===== src/rtl/fetch_stage_if.sv =====
// Instruction-memory bus between the fetch stage (master) and a synchronous imem (slave).
interface fetch_stage_if #(
    parameter int XLEN = 32
);
    logic            imem_req;
    logic [XLEN-1:0] imem_addr;
    logic [XLEN-1:0] imem_rdata;

    modport master (output imem_req, output imem_addr, input  imem_rdata);
    modport slave  (input  imem_req, input  imem_addr, output imem_rdata);
endinterface


===== src/rtl/fetch_stage.sv =====
// Fetch front end: PC, synchronous imem request, IF/EX register and one-entry replay buffer.
// Optional stall-cycle counter is built only when FETCH_STALL_CNT_EN is defined.
module fetch_stage #(
    parameter int              XLEN     = 32,
    parameter logic [XLEN-1:0] RESET_PC = 32'h0000_0000,
    parameter logic [XLEN-1:0] NOP_INST = 32'h0000_0013
) (
    input  logic            clk,
    input  logic            rst,
    input  logic            stall_if,
    input  logic            flush_id_exec,
    input  logic            branch_taken,
    input  logic [XLEN-1:0] branch_target,
    fetch_stage_if.master   imem,
    output logic [XLEN-1:0] inst_out,
    output logic [XLEN-1:0] pc_out,
    output logic            inst_valid,
    output logic [31:0]     stall_cycles
);

    typedef enum logic [1:0] {
        REFILL = 2'd0,
        RUN    = 2'd1,
        STALL  = 2'd2
    } state_t;

    state_t          state_q;
    logic [XLEN-1:0] pc_q;
    logic [XLEN-1:0] resp_pc_q;
    logic            hold_valid_q;
    logic [XLEN-1:0] hold_inst_q;
    logic [XLEN-1:0] hold_pc_q;
    logic            resp_valid_q;
    logic            unused_target_bits;

    // A response is in flight exactly when the previous cycle was an unhindered fetch.
    assign resp_valid_q = (state_q == RUN);

    assign imem.imem_req    = ~rst & ~branch_taken & ~stall_if;
    assign imem.imem_addr   = pc_q;
    assign unused_target_bits = ^branch_target[1:0];

    always_ff @(posedge clk) begin
        if (rst) begin
            state_q      <= REFILL;
            pc_q         <= RESET_PC;
            resp_pc_q    <= '0;
            hold_valid_q <= 1'b0;
            hold_inst_q  <= NOP_INST;
            hold_pc_q    <= '0;
            inst_out     <= NOP_INST;
            pc_out       <= '0;
            inst_valid   <= 1'b0;
        end else if (branch_taken) begin
            state_q      <= REFILL;
            pc_q         <= {branch_target[XLEN-1:2], 2'b00};
            hold_valid_q <= 1'b0;
            inst_out     <= NOP_INST;
            pc_out       <= '0;
            inst_valid   <= 1'b0;
        end else if (stall_if) begin
            // The arriving response is parked even if IF/EX is being flushed.
            state_q <= STALL;
            if (resp_valid_q) begin
                hold_valid_q <= 1'b1;
                hold_inst_q  <= imem.imem_rdata;
                hold_pc_q    <= resp_pc_q;
            end
            inst_out   <= NOP_INST;
            pc_out     <= '0;
            inst_valid <= 1'b0;
        end else begin
            state_q      <= RUN;
            pc_q         <= pc_q + XLEN'(4);
            resp_pc_q    <= pc_q;
            hold_valid_q <= 1'b0;
            if (flush_id_exec || !(hold_valid_q || resp_valid_q)) begin
                inst_out   <= NOP_INST;
                pc_out     <= '0;
                inst_valid <= 1'b0;
            end else if (hold_valid_q) begin
                inst_out   <= hold_inst_q;
                pc_out     <= hold_pc_q;
                inst_valid <= 1'b1;
            end else begin
                inst_out   <= imem.imem_rdata;
                pc_out     <= resp_pc_q;
                inst_valid <= 1'b1;
            end
        end
    end

`ifdef FETCH_STALL_CNT_EN
    logic [31:0] stall_cnt_q;

    always_ff @(posedge clk) begin
        if (rst) begin
            stall_cnt_q <= '0;
        end else if (stall_if) begin
            stall_cnt_q <= stall_cnt_q + 32'd1;
        end
    end

    assign stall_cycles = stall_cnt_q;
`else
    assign stall_cycles = '0;
`endif

endmodule


===== src/flat_wrapper.sv =====
// flat-port wrapper written by rule: the top's interface ports become plain ports
module fetch_stage_flat 
#(
    parameter int              XLEN     = 32,
    parameter logic [XLEN-1:0] RESET_PC = 32'h0000_0000,
    parameter logic [XLEN-1:0] NOP_INST = 32'h0000_0013
)
  (clk, rst, stall_if, flush_id_exec, branch_taken, branch_target, inst_out, pc_out, inst_valid, stall_cycles, imem_imem_req, imem_imem_addr, imem_imem_rdata);
  fetch_stage_if #(.XLEN(XLEN)) imem_i ();
  input  logic clk;
  input  logic rst;
  input  logic stall_if;
  input  logic flush_id_exec;
  input  logic branch_taken;
  input  logic [XLEN-1:0] branch_target;
  output logic [XLEN-1:0] inst_out;
  output logic [XLEN-1:0] pc_out;
  output logic inst_valid;
  output logic [31:0] stall_cycles;
  output wire logic [$bits(imem_i.imem_req)-1:0] imem_imem_req;
  output wire logic [$bits(imem_i.imem_addr)-1:0] imem_imem_addr;
  input wire logic [$bits(imem_i.imem_rdata)-1:0] imem_imem_rdata;
  assign imem_imem_req = imem_i.imem_req;
  assign imem_imem_addr = imem_i.imem_addr;
  assign imem_i.imem_rdata = imem_imem_rdata;
  fetch_stage #(.XLEN(XLEN), .RESET_PC(RESET_PC), .NOP_INST(NOP_INST)) u_core (.clk(clk), .rst(rst), .stall_if(stall_if), .flush_id_exec(flush_id_exec), .branch_taken(branch_taken), .branch_target(branch_target), .imem(imem_i), .inst_out(inst_out), .pc_out(pc_out), .inst_valid(inst_valid), .stall_cycles(stall_cycles));
endmodule

===== config.mk =====
export PLATFORM = sky130hd
export DESIGN_NAME = fetch_stage_flat
export DESIGN_NICKNAME = d
export VERILOG_FILES = /design/src/rtl/fetch_stage_if.sv /design/src/rtl/fetch_stage.sv /design/src/flat_wrapper.sv
export SDC_FILE = /design/constraint.sdc
export NUM_CORES = 1
export LEC_CHECK = 0
export CAP_MARGIN = 5
export CORE_ASPECT_RATIO = 1.75
export CORE_MARGIN = 5
export CORE_UTILIZATION = 30
export CTS_CLUSTER_DIAMETER = 80
export DETAILED_ROUTE_END_ITERATION = 6
export SYNTH_ARGS = -nofsm -noshare
export SYNTH_HDL_FRONTEND = slang
export SYNTH_SLANG_ARGS = --single-unit
export TNS_END_PERCENT = 5

===== constraint.sdc =====
create_clock -name clk -period 2.1 [get_ports clk]
set_input_delay 0.21 -clock clk [delete_from_list [all_inputs] [get_ports clk]]
set_output_delay 0.21 -clock clk [all_outputs]
set_load 0.03 [all_outputs]

# Word-level counts from Yosys, hierarchy flattened
# Cells that the tools add are included.
[totals] reg_bits=196 in_bits=69
[classes] n_bitwise=5 eq_ne=2 n_reduce_logical=9 muxes=6 n_addsub=1
[ops] operator="32-bit two-way mux" count=4
[ops] operator="32-bit by 3-bit adder with 32-bit output, second input constant" count=1
[ops] operator="3-bit OR reduction" count=2
[ops] operator="4-bit OR reduction" count=1
[ops] operator="1-bit inverter" count=3
[ops] operator="3-bit AND reduction" count=1
[ops] operator="1-bit AND" count=2
[ops] operator="2-bit by 1-bit equality test with 1-bit output, second input constant" count=1
[ops] operator="1-bit logical OR" count=2
[ops] operator="2-bit two-way mux" count=1
[ops] operator="2-bit by 1-bit inequality test with 1-bit output, second input constant" count=1
[ops] operator="2-bit AND reduction" count=1
[ops] operator="2-bit OR reduction" count=1
[ops] operator="1-bit logical NOT" count=1
[ops] operator="1-bit two-way mux" count=1

# Logic depth before layout (Yosys ltp)
# Gate-level depths: netlist of the first run.
[logic_depth] depth_word=5 ltp_mapped=8

# Worst setup path after synthesis of the first run
# OpenSTA, ideal clock, no wires.
[synth_timing] path_kind="register to register" startpoint="register u_core.pc_q[2] (netlist: u_core.imem.imem_addr[2])" endpoint="register u_core.pc_q[22] (netlist: u_core.imem.imem_addr[22])" setup_ns=0.091 path_stages_with_launch=8 required_time_ns=2.009 setup_slack_ns=0.081 arrival_time_ns=1.928 synth_period_minus_slack_ns=2.019 cell_sequence="dfxtp_1 ha_1 and4b_1 buf_4 nand3_4 buf_6 or4_1 a311oi_1"
[synth_between] elab_chain_cells=3
[synth_lines] item="start, declared" line_no="fetch_stage.sv:28" source="logic [XLEN-1:0] pc_q;"
[synth_lines] item="start signal, assigned" line_no="fetch_stage.sv:56" source="pc_q <= {branch_target[XLEN-1:2], 2'b00};"
[synth_lines] item="start signal, assigned" line_no="fetch_stage.sv:74" source="pc_q <= pc_q + XLEN'(4);"
[synth_lines] item="32-bit by 3-bit adder with 32-bit output" line_no="fetch_stage.sv:74"
[synth_lines] item="32-bit two-way mux" line_no="fetch_stage.sv:61" source="end else if (stall_if) begin"
[synth_lines] item="32-bit two-way mux" line_no="fetch_stage.sv:54" source="end else if (branch_taken) begin"
# Every way passes these cells. The select of a mux whose other input is x is not followed.
# A chain may end at the register's enable or synchronous reset.

# Final worst setup path of the first run
[layout_timing] startpoint="register u_core.pc_q[5] (netlist: u_core.imem.imem_addr[5])" endpoint="output imem_imem_addr[5]"
[layout_rtl] item="end, declared" line_no="flat_wrapper.sv:21" source="output wire logic [$bits(imem_i.imem_addr)-1:0] imem_imem_addr;"
# No word-level cell between the ends.

==> tab_implementation.tex, run 1 <==
\begin{tabular}{lr}
\hline
Metric & Value \\
\hline
\multicolumn{2}{l}{\textbf{Status}} \\
Run status & finished, final reports clean \\
\multicolumn{2}{l}{\textbf{Clock network}} \\
Clock tree root buffer cell & sky130\_fd\_sc\_hd\_\_clkbuf\_16 \\
Post-cts resize count & 0 \\
Sink count of the clock tree & 188 \\
Clock latency at the later pin of the worst-skew pair & 440 ps \\
CTS buffer count & 17 \\
CTS tree & yes \\
Number of buffers inserted to repair setup after CTS & 0 \\
Clock edge transition at the registers on the reported setup and hold paths & 70 ps \\
Deepest clock path buffer count & 2 \\
Maximum level of the CTS H-tree & 4 \\
Hold\_buf cts & 0 \\
\multicolumn{2}{l}{\textbf{Synth}} \\
Count of distinct cell types in the synthesized netlist & 50 \\
Synth top cells by count & sky130\_fd\_sc\_hd\_\_nand2\_1 (204), sky130\_fd\_sc\_hd\_\_dfxtp\_1 (188), sky130\_fd\_sc\_hd\_\_a21oi\_1 (94), sky130\_fd\_sc\_hd\_\_nor2\_1 (92), sky130\_fd\_sc\_hd\_\_mux2i\_1 (64) \\
Area of the mapped netlist & 0.00757 mm2 \\
Area fraction of the dominant cell type after synthesis & 49.7\% \\
Post-synth top flop & sky130\_fd\_sc\_hd\_\_dfxtp\_1 \\
Most frequent cell after synthesis & sky130\_fd\_sc\_hd\_\_nand2\_1 \\
Avg Cell Area, Syn & 8.57 um2 \\
Cell accounting for the most synthesized area & sky130\_fd\_sc\_hd\_\_dfxtp\_1 \\
Yosys warns & 0 \\
Cells taking the most area after synthesis & sky130\_fd\_sc\_hd\_\_dfxtp\_1 (50\%), sky130\_fd\_sc\_hd\_\_nand2\_1 (10\%), sky130\_fd\_sc\_hd\_\_mux2i\_1 (8.5\%) \\
Proportion of synthesized chip area in sequential cells & 49.7\% \\
Count of mapped cells out of synthesis & 883 \\
Register bit count reported by yosys & 188 \\
Number of enable flip-flop cells after synthesis & 0 \\
Fraction of synthesis flops using an asynchronous set or reset pin & 0\% \\
\multicolumn{2}{l}{\textbf{Die}} \\
Initial cell density of the core & 30.2\% \\
Overall die width & 130 um \\
Die Y & 220 um \\
Area inside the core boundary & 0.0250 mm2 \\
Die area & 0.0286 mm2 \\
Standard-cell rows & 77 \\
I/O pins & 199 \\
\multicolumn{2}{l}{\textbf{Cells and area}} \\
Final \#Nets & 1113 \\
Ratio of cells with drive above 1 in the final layout & 9.19\% \\
Fill cell total of the finished layout & 2537 \\
Final instance area & 0.0102 mm2 \\
Post-synthesis to final-layout area growth & 34.3\% \\
\multicolumn{2}{l}{\textbf{GRT}} \\
GRT Total Usage & 15.1\% \\
Via count of the first global-routing pass & 6269 \\
Global-route wire length before repair & 33500 um \\
Initial antenna violation count & 1 \\
Maximum number of pins on one net before global-route repair & 125 \\
Remaining global-route overflow & 0 \\
\multicolumn{2}{l}{\textbf{Timing}} \\
Worst max-slew margin expressed relative to the limit & 62.0\% \\
Worst-margin pin slew & 570 ps \\
Maximum clock skew at final layout & 5.93 ps \\
Share of the clock period used by the worst path after layout & 98.1\% \\
Upper clock frequency limit & 485 MHz \\
Hold violation total from the final report & 0 \\
Final setup fails & 0 \\
Final critical delay including setup and external delays & 2060 ps \\
RSZ-0062 raised after global routing & false \\
Fin worst setup slack & 39.2 ps \\
Number of pins with negative max-slew slack in the final report & 0 \\
\multicolumn{2}{l}{\textbf{Worst setup path}} \\
Endpoint of the lowest-slack register-to-register path & u\_core.imem.imem\_addr[31]\$\_SDFFE\_PP0P\_ \\
FF-to-FF setup slack & 120 ps \\
Type of destination of the critical path & output pin \\
Crit path launch type & register \\
Critical path type & register to output pin \\
Endpoint arrival time on the critical path & 1850 ps \\
Reg2Reg Launch Point & u\_core.imem.imem\_addr[3]\$\_SDFFE\_PP0P\_ \\
Logic depth of the worst register-to-register path & 4 \\
CP Data Required Time & 1890 ps \\
Biggest fanout along the worst timing path & 7 \\
Critical Path Source & u\_core.imem.imem\_addr[5]\$\_SDFFE\_PP0P\_ \\
\multicolumn{2}{l}{\textbf{Routing}} \\
Vias per cell & 4.65 \\
Iteration-0 DRC count of the detailed router & 343 \\
Total wire length & 21400 um \\
Detailed-route wire length per cell & 15.6 um \\
Detailed Routing Iterations Pass 1 & 5 \\
Number of routed nets with antenna violations & 0 \\
Number of design rule violations left after detail routing & 0 \\
Count of vias placed by the detailed router & 6382 \\
\multicolumn{2}{l}{\textbf{Place}} \\
Worst-case setup slack after placement & -123 ps \\
Cell area after placement & 0.00961 mm2 \\
Final HPWL from detailed placement & 15100 um \\
Gpl congestion & 0.804 \\
Port-buffer cells & 160 \\
\multicolumn{2}{l}{\textbf{Job}} \\
Maxcap violations & 0 \\
\multicolumn{2}{l}{\textbf{Power and ir drop}} \\
Maximum vdd ir drop & 0.582 mV \\
Power per cell area & 743 mW/mm2 \\
Reported leakage power & 3.51 nW \\
\multicolumn{2}{l}{\textbf{Hold path}} \\
Number of instances on the worst hold path & 4 \\
Worst-case hold path end point & u\_core.state\_q[0]\$\_SDFF\_PP0\_ \\
Hold Path Class & input pin to register \\
Worst hold start & rst \\
\hline
\end{tabular}
[placed cells by master (no fill, tap or decap), drive strengths merged, types with 4 or more instances in the layout]
cell and count:
clkinv 8, or3 7, xnor2 5, nand3 12, a211oi 13, conb 36
a311oi 8, and2 7, buf 51, inv 8, o31ai 6, nor2 92
and3 6, a21oi 94, xor2 7, dfxtp 188, o21ai 4, clkdlybuf4s50 158
or4 6, nand2 205, nor4 4, mux2i 64, nand4 9, and4 7
clkbuf 18
[power breakdown]
group          internal [W]  switching [W]
sequential          0.00363      0.0000597
clock               0.00166        0.00142
combinational      0.000325       0.000450
[worst max-delay path, stage by stage (launching register included)]
cell and delay, ps:
sky130_fd_sc_hd__dfxtp_1 480, sky130_fd_sc_hd__buf_4 240, sky130_fd_sc_hd__clkdlybuf4s50_1 680
[worst max path at each step]
stage	endpoint	slack [ps]	depth (start not counted)
after global placement	u_core.imem.imem_addr[15]$_SDFFE_PP0P_	-20	6
after CTS	imem_imem_addr[5]	20	2
after global routing	imem_imem_addr[5]	7	2
after floorplan	u_core.imem.imem_addr[22]$_SDFFE_PP0P_	80	7
after detailed placement	u_core.imem.imem_addr[31]$_SDFFE_PP0P_	-120	5
final	imem_imem_addr[5]	40	2
[metal layers]
layer	track usage, %	share of wire, %	up-vias	routed length (um)
met3	3.67	5.1	41	1090
met4	6.66	3.4	0	729
li1	-	-	3203	-
met1	17.5	40	2965	8610
met5	0	0	-	0
met2	26.0	51	173	11000
[final cells by class]
type	instances	area [um2]	area share, %
inverter	7	26.3	0.258
clock buffer	18	439	4.32
clock inverter	13	119	1.17
timing repair buffer	209	2060	20.3
antenna	1	2.50	0.0246
tap	316	395	3.89
multi-input combinational	620	3350	33.0
sequential	188	3770	37.1
[kinds of logic after synthesis]
| group | count (synthesis) | share of synthesized area [%] |
|---|---|---|
| muxes | 64 | 8.46 |
| other | 1 | 0.0495 |
| DFF | 188 | 49.7 |
| buffers and inverters | 110 | 7.88 |
| adders and majority gates | 1 | 0.165 |
| and+or+nand+nor | 368 | 21.5 |
| xor gates and xnor gates | 12 | 1.39 |
| AOI/OAI and AO/OA | 139 | 10.8 |
[flip-flops by register name, summed over array words and instances, names as in the netlist]
signal                 flops
u_core.hold_inst_q        32
u_core.inst_out           32
u_core.hold_pc_q          30
u_core.imem.imem_addr     30
u_core.pc_out             30
u_core.resp_pc_q          30
u_core.state_q             2
u_core.hold_valid_q        1
u_core.inst_valid          1
[metrics by stage]
| step | power (W) | TNS [ps] | util (%) | hold slack, ps | instances |
|---|---|---|---|---|---|
| after floorplan | 0.00423 | 0 | - | 334 | 918 |
| after global placement | 0.00455 | -102 | 38.3 | 441 | 1340 |
| after detailed placement | 0.00455 | -2240 | 38.3 | 446 | 1340 |
| after CTS | 0.00765 | 0 | 40.6 | 210 | 1371 |
| after global routing | 0.00787 | 0 | 40.6 | 238 | 1372 |
| final | 0.00755 | 0 | 40.6 | 241 | 1372 |
No activity file was read; power rests on OpenSTA's default activity.
==> inputs of run 2 (changes only) <==
--- a/config.mk
+++ b/config.mk
@@ -11,6 +11,7 @@
 export CORE_UTILIZATION = 30
 export CTS_CLUSTER_DIAMETER = 80
 export DETAILED_ROUTE_END_ITERATION = 6
+export RECOVER_POWER = 25
 export SYNTH_ARGS = -nofsm -noshare
 export SYNTH_HDL_FRONTEND = slang
 export SYNTH_SLANG_ARGS = --single-unit
==> run 2 against run 1 <==
Count of clock-buffer cells in the layout unchanged. Hold slack got worse by 1.5 ps. Die area unchanged. Wire length about the same. Critical endpoint unchanged. Combinational power decreased by 0.6%. Non-clock buffer count unchanged. Flip-flop and latch count unchanged. Sequential share of layout area increased by 0.12 points. Core utilization decreased by 0.13 points. Clock power about the same. Maximum frequency decreased by 0.11%. Register-to-register slack about the same.
==> tab_implementation.tex, run 2 (same netlist as run 1, synthesis figures left out) <==
\begin{tabular}{lr}
\hline
Metric & Value \\
\hline
\multicolumn{2}{l}{\textbf{GRT}} \\
Via count of the first global-routing pass & 6269 \\
GRT Total Usage & 15.1\% \\
Global-route wire length before repair & 33500 um \\
Initial antenna violation count & 1 \\
Maximum number of pins on one net before global-route repair & 125 \\
Remaining global-route overflow & 0 \\
\multicolumn{2}{l}{\textbf{Cells and area}} \\
Final instance area & 0.0101 mm2 \\
Ratio of cells with drive above 1 in the final layout & 8.63\% \\
Final \#Nets & 1113 \\
Top library cells by usage in the layout, fill and taps aside & sky130\_fd\_sc\_hd\_\_nand2\_1 (204), sky130\_fd\_sc\_hd\_\_dfxtp\_1 (187), sky130\_fd\_sc\_hd\_\_clkdlybuf4s50\_1 (156) \\
Most common cell after layout, fill and taps aside & sky130\_fd\_sc\_hd\_\_nand2\_1 \\
Largest registers & u\_core.hold\_inst\_q (32), u\_core.inst\_out (32) \\
Post-synthesis to final-layout area growth & 33.8\% \\
\multicolumn{2}{l}{\textbf{Timing}} \\
Worst-margin pin slew & 572 ps \\
Worst max-slew margin expressed relative to the limit & 61.9\% \\
Hold Worst Slack & 240 ps \\
RSZ-0062 raised after global routing & false \\
Number of pins with negative max-slew slack in the final report & 0 \\
Maximum clock skew at final layout & 6.38 ps \\
Final setup fails & 0 \\
Final critical delay including setup and external delays & 2060 ps \\
Hold violation total from the final report & 0 \\
Share of the clock period used by the worst path after layout & 98.2\% \\
Upper clock frequency limit & 485 MHz \\
Fin worst setup slack & 36.9 ps \\
\multicolumn{2}{l}{\textbf{Routing}} \\
Iteration-0 DRC count of the detailed router & 342 \\
Count of vias placed by the detailed router & 6372 \\
Number of routed nets with antenna violations & 0 \\
Vias per cell & 4.64 \\
Number of design rule violations left after detail routing & 0 \\
Detailed-route wire length per cell & 15.6 um \\
Detailed Routing Iterations Pass 1 & 4 \\
Total wire length & 21400 um \\
\multicolumn{2}{l}{\textbf{Power and ir drop}} \\
Maximum vdd ir drop & 0.583 mV \\
Switching power of the nets & 0.00193 W \\
Part of the total power dissipated in combinational logic & 10.2\% \\
Final Power & 0.00754 W \\
Reported leakage power & 3.49 nW \\
Clock Power Share & 40.8\% \\
Power share of the sequential group & 48.9\% \\
Switching portion of total power & 25.5\% \\
Power per cell area & 744 mW/mm2 \\
Internal power summed over all cells & 0.00562 W \\
\multicolumn{2}{l}{\textbf{Die}} \\
Overall die width & 130 um \\
Die area & 0.0286 mm2 \\
Initial cell density of the core & 30.2\% \\
Die Y & 220 um \\
Area inside the core boundary & 0.0250 mm2 \\
Standard-cell rows & 77 \\
I/O pins & 199 \\
\multicolumn{2}{l}{\textbf{Clock network}} \\
Sink count of the clock tree & 188 \\
CTS buffer count & 17 \\
Clock latency at the later pin of the worst-skew pair & 440 ps \\
Post-cts resize count & 0 \\
Clock edge transition at the registers on the reported setup and hold paths & 70 ps \\
Deepest clock path buffer count & 2 \\
Clock tree root buffer cell & sky130\_fd\_sc\_hd\_\_clkbuf\_16 \\
Number of buffers inserted to repair setup after CTS & 0 \\
Maximum level of the CTS H-tree & 4 \\
Hold\_buf cts & 0 \\
CTS tree & yes \\
\multicolumn{2}{l}{\textbf{Place}} \\
Cell area after placement & 0.00961 mm2 \\
Final HPWL from detailed placement & 15100 um \\
Port-buffer cells & 160 \\
Gpl congestion & 0.804 \\
Worst-case setup slack after placement & -123 ps \\
\multicolumn{2}{l}{\textbf{Hold path}} \\
Hold Path Class & input pin to register \\
\multicolumn{2}{l}{\textbf{Worst setup path}} \\
Slowest Stage Delay on Critical Path & 680 ps \\
Biggest fanout along the worst timing path & 7 \\
CP Data Required Time & 1890 ps \\
Crit path launch type & register \\
Chain of cells forming the critical path & buf\_4 > clkdlybuf4s50\_1 \\
Total buffers and inverters traversed by the critical path & 2 \\
Type of destination of the critical path & output pin \\
Critical path type & register to output pin \\
Endpoint arrival time on the critical path & 1850 ps \\
Cell family contributing the most delay on the critical path & buffers and inverters \\
Critical-path cell with the highest stage delay & sky130\_fd\_sc\_hd\_\_clkdlybuf4s50\_1 \\
\multicolumn{2}{l}{\textbf{Job}} \\
Maxcap violations & 0 \\
\multicolumn{2}{l}{\textbf{Status}} \\
Run status & finished, final reports clean \\
\hline
\end{tabular}
run 2: cell types whose count changed in the layout (fill, tap and decap cells not counted), moves of 2 or more:
cell,change
sky130_fd_sc_hd__clkbuf_4,+2
sky130_fd_sc_hd__dlygate4sd3_1,+2
sky130_fd_sc_hd__clkdlybuf4s50_1,-2
sky130_fd_sc_hd__clkbuf_1,+3
sky130_fd_sc_hd__buf_4,-5
run 2: worst register-to-register path, stage by stage (launching register included):
cell	delay [ps]
sky130_fd_sc_hd__dfxtp_1	490
sky130_fd_sc_hd__and4b_1	280
sky130_fd_sc_hd__nand4_2	270
sky130_fd_sc_hd__or4_1	550
sky130_fd_sc_hd__a311oi_1	290
run 2: per-stage QoR:
step	utilization (%)	instances	setup TNS, ps
after floorplan	-	918	0
after global placement	38.3	1340	-102
after detailed placement	38.3	1340	-2240
after CTS	40.6	1371	0
after global routing	40.5	1372	0
final	40.5	1372	0
run 2: per-layer routing:
metal | track usage, % | routed length, um | vias up | part of all wire (%)
li1 | - | - | 3203 | -
met1 | 17.5 | 8650 | 2960 | 40
met3 | 3.67 | 1070 | 43 | 5.0
met4 | 6.66 | 739 | 0 | 3.5
met2 | 26.0 | 11000 | 166 | 51
met5 | 0 | 0 | - | 0
run 2: path summary, 6_finish.rpt:
path              slack [ps]  depth (start not counted)                                  start                                      to
hold / removal           240                          4                                    rst            u_core.state_q[0]$_SDFF_PP0_
setup reg to reg         120                          4  u_core.imem.imem_addr[3]$_SDFFE_PP0P_  u_core.imem.imem_addr[31]$_SDFFE_PP0P_
setup / recovery          40                          2  u_core.imem.imem_addr[5]$_SDFFE_PP0P_                       imem_imem_addr[5]
hold reg to reg          450                          2      u_core.hold_pc_q[30]$_SDFFE_PP0P_       u_core.hold_pc_q[30]$_SDFFE_PP0P_
run 2: final cells by class:
cell class	count	area (um2)
antenna	1	2.50
clock buffer	18	439
clock inverter	13	119
fill	2543	14900
inverter	7	26.3
multi-input combinational	620	3350
sequential	188	3770
tap	316	395
timing repair buffer	209	2040
run 2: power groups by stage:
stage,sequential [W],clock [W],combinational [W]
detailed placement,0.00377,0,0.000776
global route,0.00370,0.00334,0.000829
floorplan,0.00386,0,0.000372
CTS,0.00369,0.00318,0.000779
global placement,0.00377,0,0.000774
finish,0.00369,0.00308,0.000770
